`src/rtl/rv32_muldiv_pkg.sv`:
```
// Shared op encodings, FSM state type and helpers for the RV32M execute unit.
package rv32_muldiv_pkg;

  localparam logic [2:0] MUL    = 3'd0;
  localparam logic [2:0] MULH   = 3'd1;
  localparam logic [2:0] MULHSU = 3'd2;
  localparam logic [2:0] MULHU  = 3'd3;
  localparam logic [2:0] DIV    = 3'd4;
  localparam logic [2:0] DIVU   = 3'd5;
  localparam logic [2:0] REM    = 3'd6;
  localparam logic [2:0] REMU   = 3'd7;

  typedef enum logic {
    IDLE = 1'b0,
    EXEC = 1'b1
  } state_t;

  function automatic logic is_signed_div(input logic [2:0] op);
    return (op == DIV) || (op == REM);
  endfunction

  function automatic logic is_div_op(input logic [2:0] op);
    return op[2];
  endfunction

endpackage

```
`src/rtl/rv32_divider_step.sv`:
```
// Combinational restoring shift-subtract: resolves DIV_BITS quotient bits of
// an unsigned division per call.
module rv32_divider_step #(
  parameter int XLEN     = 32,
  parameter int DIV_BITS = 1
) (
  input  logic [XLEN-1:0] rem_in,
  input  logic [XLEN-1:0] quo_in,
  input  logic [XLEN-1:0] divisor_in,
  output logic [XLEN-1:0] rem_out,
  output logic [XLEN-1:0] quo_out
);

  always_comb begin
    logic [XLEN:0]   trial;
    logic [XLEN-1:0] r;
    logic [XLEN-1:0] q;
    r     = rem_in;
    q     = quo_in;
    trial = '0;
    // quo holds the unconsumed dividend bits on top and the quotient below
    for (int i = 0; i < DIV_BITS; i++) begin
      trial = {r, q[XLEN-1]};
      q     = {q[XLEN-2:0], 1'b0};
      if (trial >= {1'b0, divisor_in}) begin
        trial = trial - {1'b0, divisor_in};
        q[0]  = 1'b1;
      end
      r = trial[XLEN-1:0];
    end
    rem_out = r;
    quo_out = q;
  end

endmodule

```
`src/rtl/rv32_muldiv_execute.sv`:
```
// RV32M execute stage: operand forwarding, single-cycle multiply, iterative
// restoring divide and the execute/memory pipeline register.
module rv32_muldiv_execute
  import rv32_muldiv_pkg::*;
#(
  parameter int XLEN       = 32,
  parameter int NUM_BYPASS = 2,
  parameter int DIV_BITS   = 1
) (
  input  logic                       clk,
  input  logic                       reset,
  input  logic                       stall_in,
  input  logic                       flush_in,
  input  logic                       valid_in,
  input  logic                       muldiv_in,
  input  logic [2:0]                 op_in,
  input  logic [4:0]                 rs1_in,
  input  logic [4:0]                 rs2_in,
  input  logic [XLEN-1:0]            rs1_value_in,
  input  logic [XLEN-1:0]            rs2_value_in,
  input  logic [4:0]                 rd_in,
  input  logic                       rd_write_in,
  input  logic [NUM_BYPASS*5-1:0]    bypass_rd_in,
  input  logic [NUM_BYPASS-1:0]      bypass_write_in,
  input  logic [NUM_BYPASS-1:0]      bypass_flush_in,
  input  logic [NUM_BYPASS*XLEN-1:0] bypass_value_in,
  output logic                       busy_out,
  output logic                       valid_out,
  output logic [4:0]                 rd_out,
  output logic                       rd_write_out,
  output logic [XLEN-1:0]            result_out
);

  localparam int N  = XLEN / DIV_BITS;
  localparam int CW = $clog2(N + 1);
  localparam logic [XLEN-1:0] XMIN = {1'b1, {(XLEN-1){1'b0}}};

  state_t          state, state_next;
  logic [CW-1:0]   count;
  logic            start, complete, step;

  logic [XLEN-1:0] op_a, op_b;
  logic [XLEN-1:0] mag_a, mag_b;
  logic [2:0]      op_q;
  logic [XLEN-1:0] a_q, b_q;
  logic [4:0]      rd_q;
  logic            rd_write_q;
  logic [XLEN-1:0] rem_q, quo_q, dvs_q;
  logic [XLEN-1:0] rem_next, quo_next;
  logic [XLEN-1:0] result_c;

  // Lowest index wins, so walk from the top down and let later hits overwrite.
  always_comb begin
    op_a = rs1_value_in;
    op_b = rs2_value_in;
    for (int i = NUM_BYPASS - 1; i >= 0; i--) begin
      if (bypass_write_in[i] && !bypass_flush_in[i]) begin
        if (rs1_in != 5'd0 && bypass_rd_in[i*5 +: 5] == rs1_in)
          op_a = bypass_value_in[i*XLEN +: XLEN];
        if (rs2_in != 5'd0 && bypass_rd_in[i*5 +: 5] == rs2_in)
          op_b = bypass_value_in[i*XLEN +: XLEN];
      end
    end
  end

  always_comb begin
    mag_a = (is_signed_div(op_in) && op_a[XLEN-1]) ? -op_a : op_a;
    mag_b = (is_signed_div(op_in) && op_b[XLEN-1]) ? -op_b : op_b;
  end

  always_ff @(posedge clk) begin
    if (reset) state <= IDLE;
    else       state <= state_next;
  end

  always_comb begin
    state_next = state;
    case (state)
      IDLE: if (start)    state_next = EXEC;
      EXEC: if (complete) state_next = IDLE;
      default:            state_next = IDLE;
    endcase
    if (flush_in) state_next = IDLE;
  end

  always_comb begin
    start    = (state == IDLE) && valid_in && muldiv_in && !flush_in && !stall_in;
    complete = (state == EXEC) && (count == '0) && !stall_in && !flush_in;
    step     = (state == EXEC) && (count != '0) && !stall_in && !flush_in;
    busy_out = start || ((state == EXEC) && (count != '0));
  end

  rv32_divider_step #(
    .XLEN     (XLEN),
    .DIV_BITS (DIV_BITS)
  ) u_step (
    .rem_in     (rem_q),
    .quo_in     (quo_q),
    .divisor_in (dvs_q),
    .rem_out    (rem_next),
    .quo_out    (quo_next)
  );

  always_ff @(posedge clk) begin
    if (reset) begin
      count      <= '0;
      op_q       <= MUL;
      a_q        <= '0;
      b_q        <= '0;
      rd_q       <= '0;
      rd_write_q <= 1'b0;
      rem_q      <= '0;
      quo_q      <= '0;
      dvs_q      <= '0;
    end else if (start) begin
      count      <= is_div_op(op_in) ? CW'(N) : '0;
      op_q       <= op_in;
      a_q        <= op_a;
      b_q        <= op_b;
      rd_q       <= rd_in;
      rd_write_q <= rd_write_in;
      rem_q      <= '0;
      quo_q      <= mag_a;
      dvs_q      <= mag_b;
    end else if (flush_in) begin
      count <= '0;
    end else if (step) begin
      count <= count - 1'b1;
      rem_q <= rem_next;
      quo_q <= quo_next;
    end
  end

  // Product and sign correction are only consumed in the completion cycle.
  always_comb begin
    logic            a_sign, b_sign, neg_q, neg_r;
    logic [2*XLEN-1:0] a_wide, b_wide, product;
    logic [XLEN-1:0] q_res, r_res;
    a_sign  = (op_q == MUL) || (op_q == MULH) || (op_q == MULHSU);
    b_sign  = (op_q == MUL) || (op_q == MULH);
    a_wide  = {{XLEN{a_sign & a_q[XLEN-1]}}, a_q};
    b_wide  = {{XLEN{b_sign & b_q[XLEN-1]}}, b_q};
    product = a_wide * b_wide;

    neg_q = is_signed_div(op_q) && (a_q[XLEN-1] ^ b_q[XLEN-1]);
    neg_r = is_signed_div(op_q) && a_q[XLEN-1];
    q_res = neg_q ? -quo_q : quo_q;
    r_res = neg_r ? -rem_q : rem_q;
    if (b_q == '0) begin
      q_res = '1;
      r_res = a_q;
    end else if (is_signed_div(op_q) && a_q == XMIN && b_q == '1) begin
      q_res = XMIN;
      r_res = '0;
    end

    result_c = '0;
    case (op_q)
      MUL:                 result_c = product[XLEN-1:0];
      MULH, MULHSU, MULHU: result_c = product[2*XLEN-1:XLEN];
      DIV, DIVU:           result_c = q_res;
      REM, REMU:           result_c = r_res;
      default:             result_c = '0;
    endcase
  end

  always_ff @(posedge clk) begin
    if (reset) begin
      valid_out    <= 1'b0;
      rd_out       <= '0;
      rd_write_out <= 1'b0;
      result_out   <= '0;
    end else if (!stall_in) begin
      if (complete) begin
        valid_out    <= 1'b1;
        rd_out       <= rd_q;
        rd_write_out <= rd_write_q;
        result_out   <= result_c;
      end else begin
        valid_out    <= 1'b0;
        rd_write_out <= 1'b0;
      end
    end
  end

endmodule

```
`config.mk`:
```
export PLATFORM = sky130hd
export DESIGN_NAME = rv32_muldiv_execute
export DESIGN_NICKNAME = d
export VERILOG_FILES = /design/src/rtl/rv32_muldiv_pkg.sv /design/src/rtl/rv32_divider_step.sv /design/src/rtl/rv32_muldiv_execute.sv
export SDC_FILE = /design/constraint.sdc
export NUM_CORES = 2
export LEC_CHECK = 0
export CAP_MARGIN = 20
export CORE_ASPECT_RATIO = 1.25
export CORE_MARGIN = 2
export CORE_UTILIZATION = 58
export CTS_CLUSTER_DIAMETER = 120
export DETAILED_ROUTE_END_ITERATION = 8
export GPL_ROUTABILITY_DRIVEN = 0
export HOLD_SLACK_MARGIN = 0.15
export PLACE_DENSITY = 0.76
export SETUP_SLACK_MARGIN = 0.05
export SYNTH_ARGS = -nofsm -noshare
export SYNTH_HDL_FRONTEND = slang
export SYNTH_SLANG_ARGS = --single-unit
```
`constraint.sdc`:
```
create_clock -name clk -period 11.75 [get_ports clk]
set_input_delay 2.35 -clock clk [delete_from_list [all_inputs] [get_ports clk]]
set_output_delay 2.35 -clock clk [all_outputs]
set_load 0.05 [all_outputs]
```
==> summary.txt <==
Run status
  – Run status: finished, violations left
  – Violated checks: design-rule violations

Floorplanning
  – Height of the chip: 345 um
  – Initial cell density of the core: 0.582
  – Top Ports: 207
  – Area of the die: 95,400 um2
  – Core area: 92,600 um2
  – Die width: 277 um
  – # rows: 125

Yosys
  – Largest cells by area after synthesis: sky130_fd_sc_hd__fa_1, sky130_fd_sc_hd__inv_1, sky130_fd_sc_hd__dfxtp_1
  – Sequential fraction of the synthesis area: 0.0795
  – Number of distinct library cells after synthesis: 84
  – Share of the synthesized area in the top cell type: 0.418
  – Cell accounting for the most synthesized area: sky130_fd_sc_hd__fa_1
  – Count of flip-flops with a built-in enable after synthesis: 0
  – Gate Count Post-Synth: ~6,500
  – FF+latch count, synth: 214
  – Number of warnings printed during yosys synthesis: 0
  – Ys async rst share: 0
  – Mapped Area: approximately 54,000 um2
  – Synth Area per Inst: between 8 and 9 um2
  – Ys flop type: sky130_fd_sc_hd__dfxtp_1
  – Syn nets: 8,040

Global route
  – Wire length of the first global-routing pass: 268,000 um
  – Pin count of the biggest net entering global routing: 93
  – Total grt overflow: 0
  – Initial antenna violation count: 8
  – Number of global-route vias before repair: 48,530
  – GRT Total Usage: 0.365

Timing
  – Final setup TNS: 0 ns
  – Endpoints failing hold: 0
  – Minimum period implied by the final worst setup slack: 9.53 ns
  – Crit share post-route: 0.811
  – Final Max Tran Viols: 0
  – Relative slew slack: 0.177
  – Worst clock skew on the final layout: 0.0649 ns
  – Hold Worst Slack: 0.454 ns
  – Maximum frequency from static timing analysis: 105 MHz
  – RSZ-0062 raised after global routing: no
  – Final setup vio count: 0
  – Least-Margin Pin Slew: 1.23 ns

Hold path
  – Startpoint of the tightest hold check path: rd_q[0]
  – Tightest Hold Check Type: reg -> reg
  – Hold Path Cell Cnt: 2

Clocking
  – CTS H-Tree Depth: 1
  – Clock tree from TritonCTS: built
  – Clk buf depth: 3
  – Root buffer cell: sky130_fd_sc_hd__clkbuf_16
  – Post-CTS clock slew at the launch and capture registers of the worst setup and hold paths: 0.07 ns
  – Number of sinks driven by the clock tree: roughly 210
  – # resized after CTS: 0
  – Latest clock arrival within the worst-skew pair: around 0.60 ns
  – TritonCTS Buffers: 22
  – Quantity of hold-fixing buffers added after cts: 0
  – # Post-CTS Setup Buffers: 0

Critical path
  – Critical Path AT: 9.95 ns
  – Critical Path Start Type: flip-flop
  – RR Startpoint: op_q[1]
  – Critical Path Source: op_q[1]
  – Capturing element type of the critical path: flip-flop
  – Critical path peak fanout: 31
  – Worst Path Required: 12.17 ns
  – Critical path type: reg -> reg
  – R2R cell count: 27

Finish
  – Total non-filler cell area in the finished layout: 57,600 um2
  – Register area: around 4300 um2
  – Fraction of final layout cells sized beyond drive strength 1: 0.0318
  – Area taken by multi-input logic gates: 43,400 um2
  – Synth-to-layout area growth: 6.87%
  – Number of nets in the layout: between 7,000 and 8,000
  – Count of filler cells inserted in the layout: around 7,900

Power
  – Power per cell area: 39.5 nW/um2
  – IR Drop Worst-Case VDD: approximately 0.13 mV
  – Leakage component of the power: 0.0257 uW

Route
  – Length of the first detailed-routing pass in iterations: 9
  – DRC violations left: 25
  – Wire length reported by the detailed router: between 150,000 and 200,000 um
  – Starting DRT DRC Count: 4,447
  – Via count: 46,452
  – Average wire per cell in the routed design: 22.6 um
  – Via-per-instance ratio: between 6 and 7
  – DRT antenna net count: 0

Place
  – DP Wirelength: roughly 140,000 um
  – Cell area reported after detailed placement: 56,700 um2
  – # port buffers: approximately 200

Run
  – Count of max-cap constraint violations: 0
[worst max-delay path, stage by stage, from the launching register on]
cell	delay (ns)
sky130_fd_sc_hd__dfxtp_1	0.80
sky130_fd_sc_hd__a211oi_4	0.13
sky130_fd_sc_hd__buf_4	0.28
sky130_fd_sc_hd__nand2_1	0.16
sky130_fd_sc_hd__inv_1	0.10
sky130_fd_sc_hd__fa_1	0.54
sky130_fd_sc_hd__inv_1	0.14
sky130_fd_sc_hd__fa_1	0.56
sky130_fd_sc_hd__inv_1	0.07
sky130_fd_sc_hd__fa_1	0.78
sky130_fd_sc_hd__inv_1	0.28
sky130_fd_sc_hd__fa_1	0.66
sky130_fd_sc_hd__inv_1	0.49
sky130_fd_sc_hd__fa_1	0.55
sky130_fd_sc_hd__fa_1	0.51
sky130_fd_sc_hd__fa_1	0.50
sky130_fd_sc_hd__inv_1	0.05
sky130_fd_sc_hd__fa_1	0.48
sky130_fd_sc_hd__inv_1	0.04
sky130_fd_sc_hd__ha_1	0.42
sky130_fd_sc_hd__nand4_1	0.20
sky130_fd_sc_hd__nor4_1	0.43
sky130_fd_sc_hd__o211ai_1	0.19
sky130_fd_sc_hd__nand2_1	0.18
sky130_fd_sc_hd__o21ai_0	0.16
sky130_fd_sc_hd__o31ai_1	0.35
sky130_fd_sc_hd__mux2i_1	0.21
sky130_fd_sc_hd__o21ai_0	0.09
[power breakdown]
group,switching [uW],internal [uW]
Sequential,21.0,738
Combinational,422,232
Clock,360,502
Total,804,1470
[flip-flops by register name (all words and copies together), names as in the netlist, 3 cells and up]
name and cells:
a_q 32, b_q 32, count 6, dvs_q 31, op_q 3, quo_q 32
rd_out 5, rd_q 5, rem_q 32, result_out 32
[path summary, 6_finish.rpt]
check / end / slack (ns)
setup reg to reg: result_out[28] / 2.22
hold reg to reg: rd_out[0] / 0.45
setup / recovery: result_out[28] / 2.22
hold / removal: rd_out[0] / 0.45
[stage by stage]
stage | utilization | worst slack, ns | instances | total power, uW
after floorplan | - | 3.30 | 6496 | 1160
after global placement | 0.612 | 2.48 | 7583 | 1400
after detailed placement | 0.612 | 2.33 | 7583 | 1400
after CTS | 0.621 | 2.30 | 7623 | 2250
after global routing | 0.622 | 1.69 | 7626 | 2330
final | 0.622 | 2.22 | 7629 | 2280
[logic make-up (layout without fill, tap and decap cells)]
| logic type | Yosys count | count (layout) | synth area share |
|---|---|---|---|
| buffers and inverters | 1663 | 1586 | 0.117 |
| muxes | 63 | 63 | 0.0117 |
| AOI/OAI and AO/OA | 884 | 884 | 0.104 |
| and+or+nand+nor | 2069 | 2069 | 0.175 |
| DFF | 214 | 214 | 0.0795 |
| other | 0 | 4 | 0 |
| xor gates and xnor gates | 226 | 226 | 0.0367 |
| adders and majority gates | 1377 | 1377 | 0.477 |
[area by class of cell]
| cell class | count | share of cell area |
|---|---|---|
| Clock buffer | 26 | 0.0103 |
| Sequential cell | 214 | 0.0744 |
| Tap cell | 1206 | 0.0262 |
| Multi-Input combinational cell | 4619 | 0.753 |
| Clock inverter | 14 | 0.00463 |
| Antenna cell | 4 | 0.000174 |
| Timing Repair Buffer | 311 | 0.0504 |
| Inverter | 1235 | 0.0805 |
[metal layers]
layer / up-vias / GRT usage / part of all wire
li1: 19825 / - / -
met4: 10 / 0.310 / 0.11
met3: 915 / 0.0718 / 0.093
met2: 2534 / 0.618 / 0.48
met1: 23168 / 0.397 / 0.32
met5: - / 0.00444 / 0.00079
[cells in the mapped netlist, types with 87 or more instances]
library cell               number
sky130_fd_sc_hd__nor2_1       280
sky130_fd_sc_hd__a21oi_1      301
sky130_fd_sc_hd__dfxtp_1      214
sky130_fd_sc_hd__nand2_1     1101
sky130_fd_sc_hd__inv_1       1234
sky130_fd_sc_hd__xnor2_1      140
sky130_fd_sc_hd__and2_1       321
sky130_fd_sc_hd__o21ai_0      165
sky130_fd_sc_hd__ha_1         251
sky130_fd_sc_hd__fa_1        1126
sky130_fd_sc_hd__clkbuf_1     399
sky130_fd_sc_hd__nor3_1        87
[cell usage in the layout (no fill, tap or decap), types with 54 or more instances in the layout]
master                               n
sky130_fd_sc_hd__xnor2_1           140
sky130_fd_sc_hd__dfxtp_1           214
sky130_fd_sc_hd__clkdlybuf4s50_1   205
sky130_fd_sc_hd__nor2_1            277
sky130_fd_sc_hd__ha_1              251
sky130_fd_sc_hd__mux2i_1            62
sky130_fd_sc_hd__a21oi_1           301
sky130_fd_sc_hd__inv_1            1234
sky130_fd_sc_hd__nand3_1            55
sky130_fd_sc_hd__nand2_1          1101
sky130_fd_sc_hd__a31oi_1            54
sky130_fd_sc_hd__fa_1             1126
sky130_fd_sc_hd__nor3_1             84
sky130_fd_sc_hd__and2_1            321
sky130_fd_sc_hd__o21ai_0           165
sky130_fd_sc_hd__buf_4             103
sky130_fd_sc_hd__xor2_1             86
(Power assumes the default switching activity.)
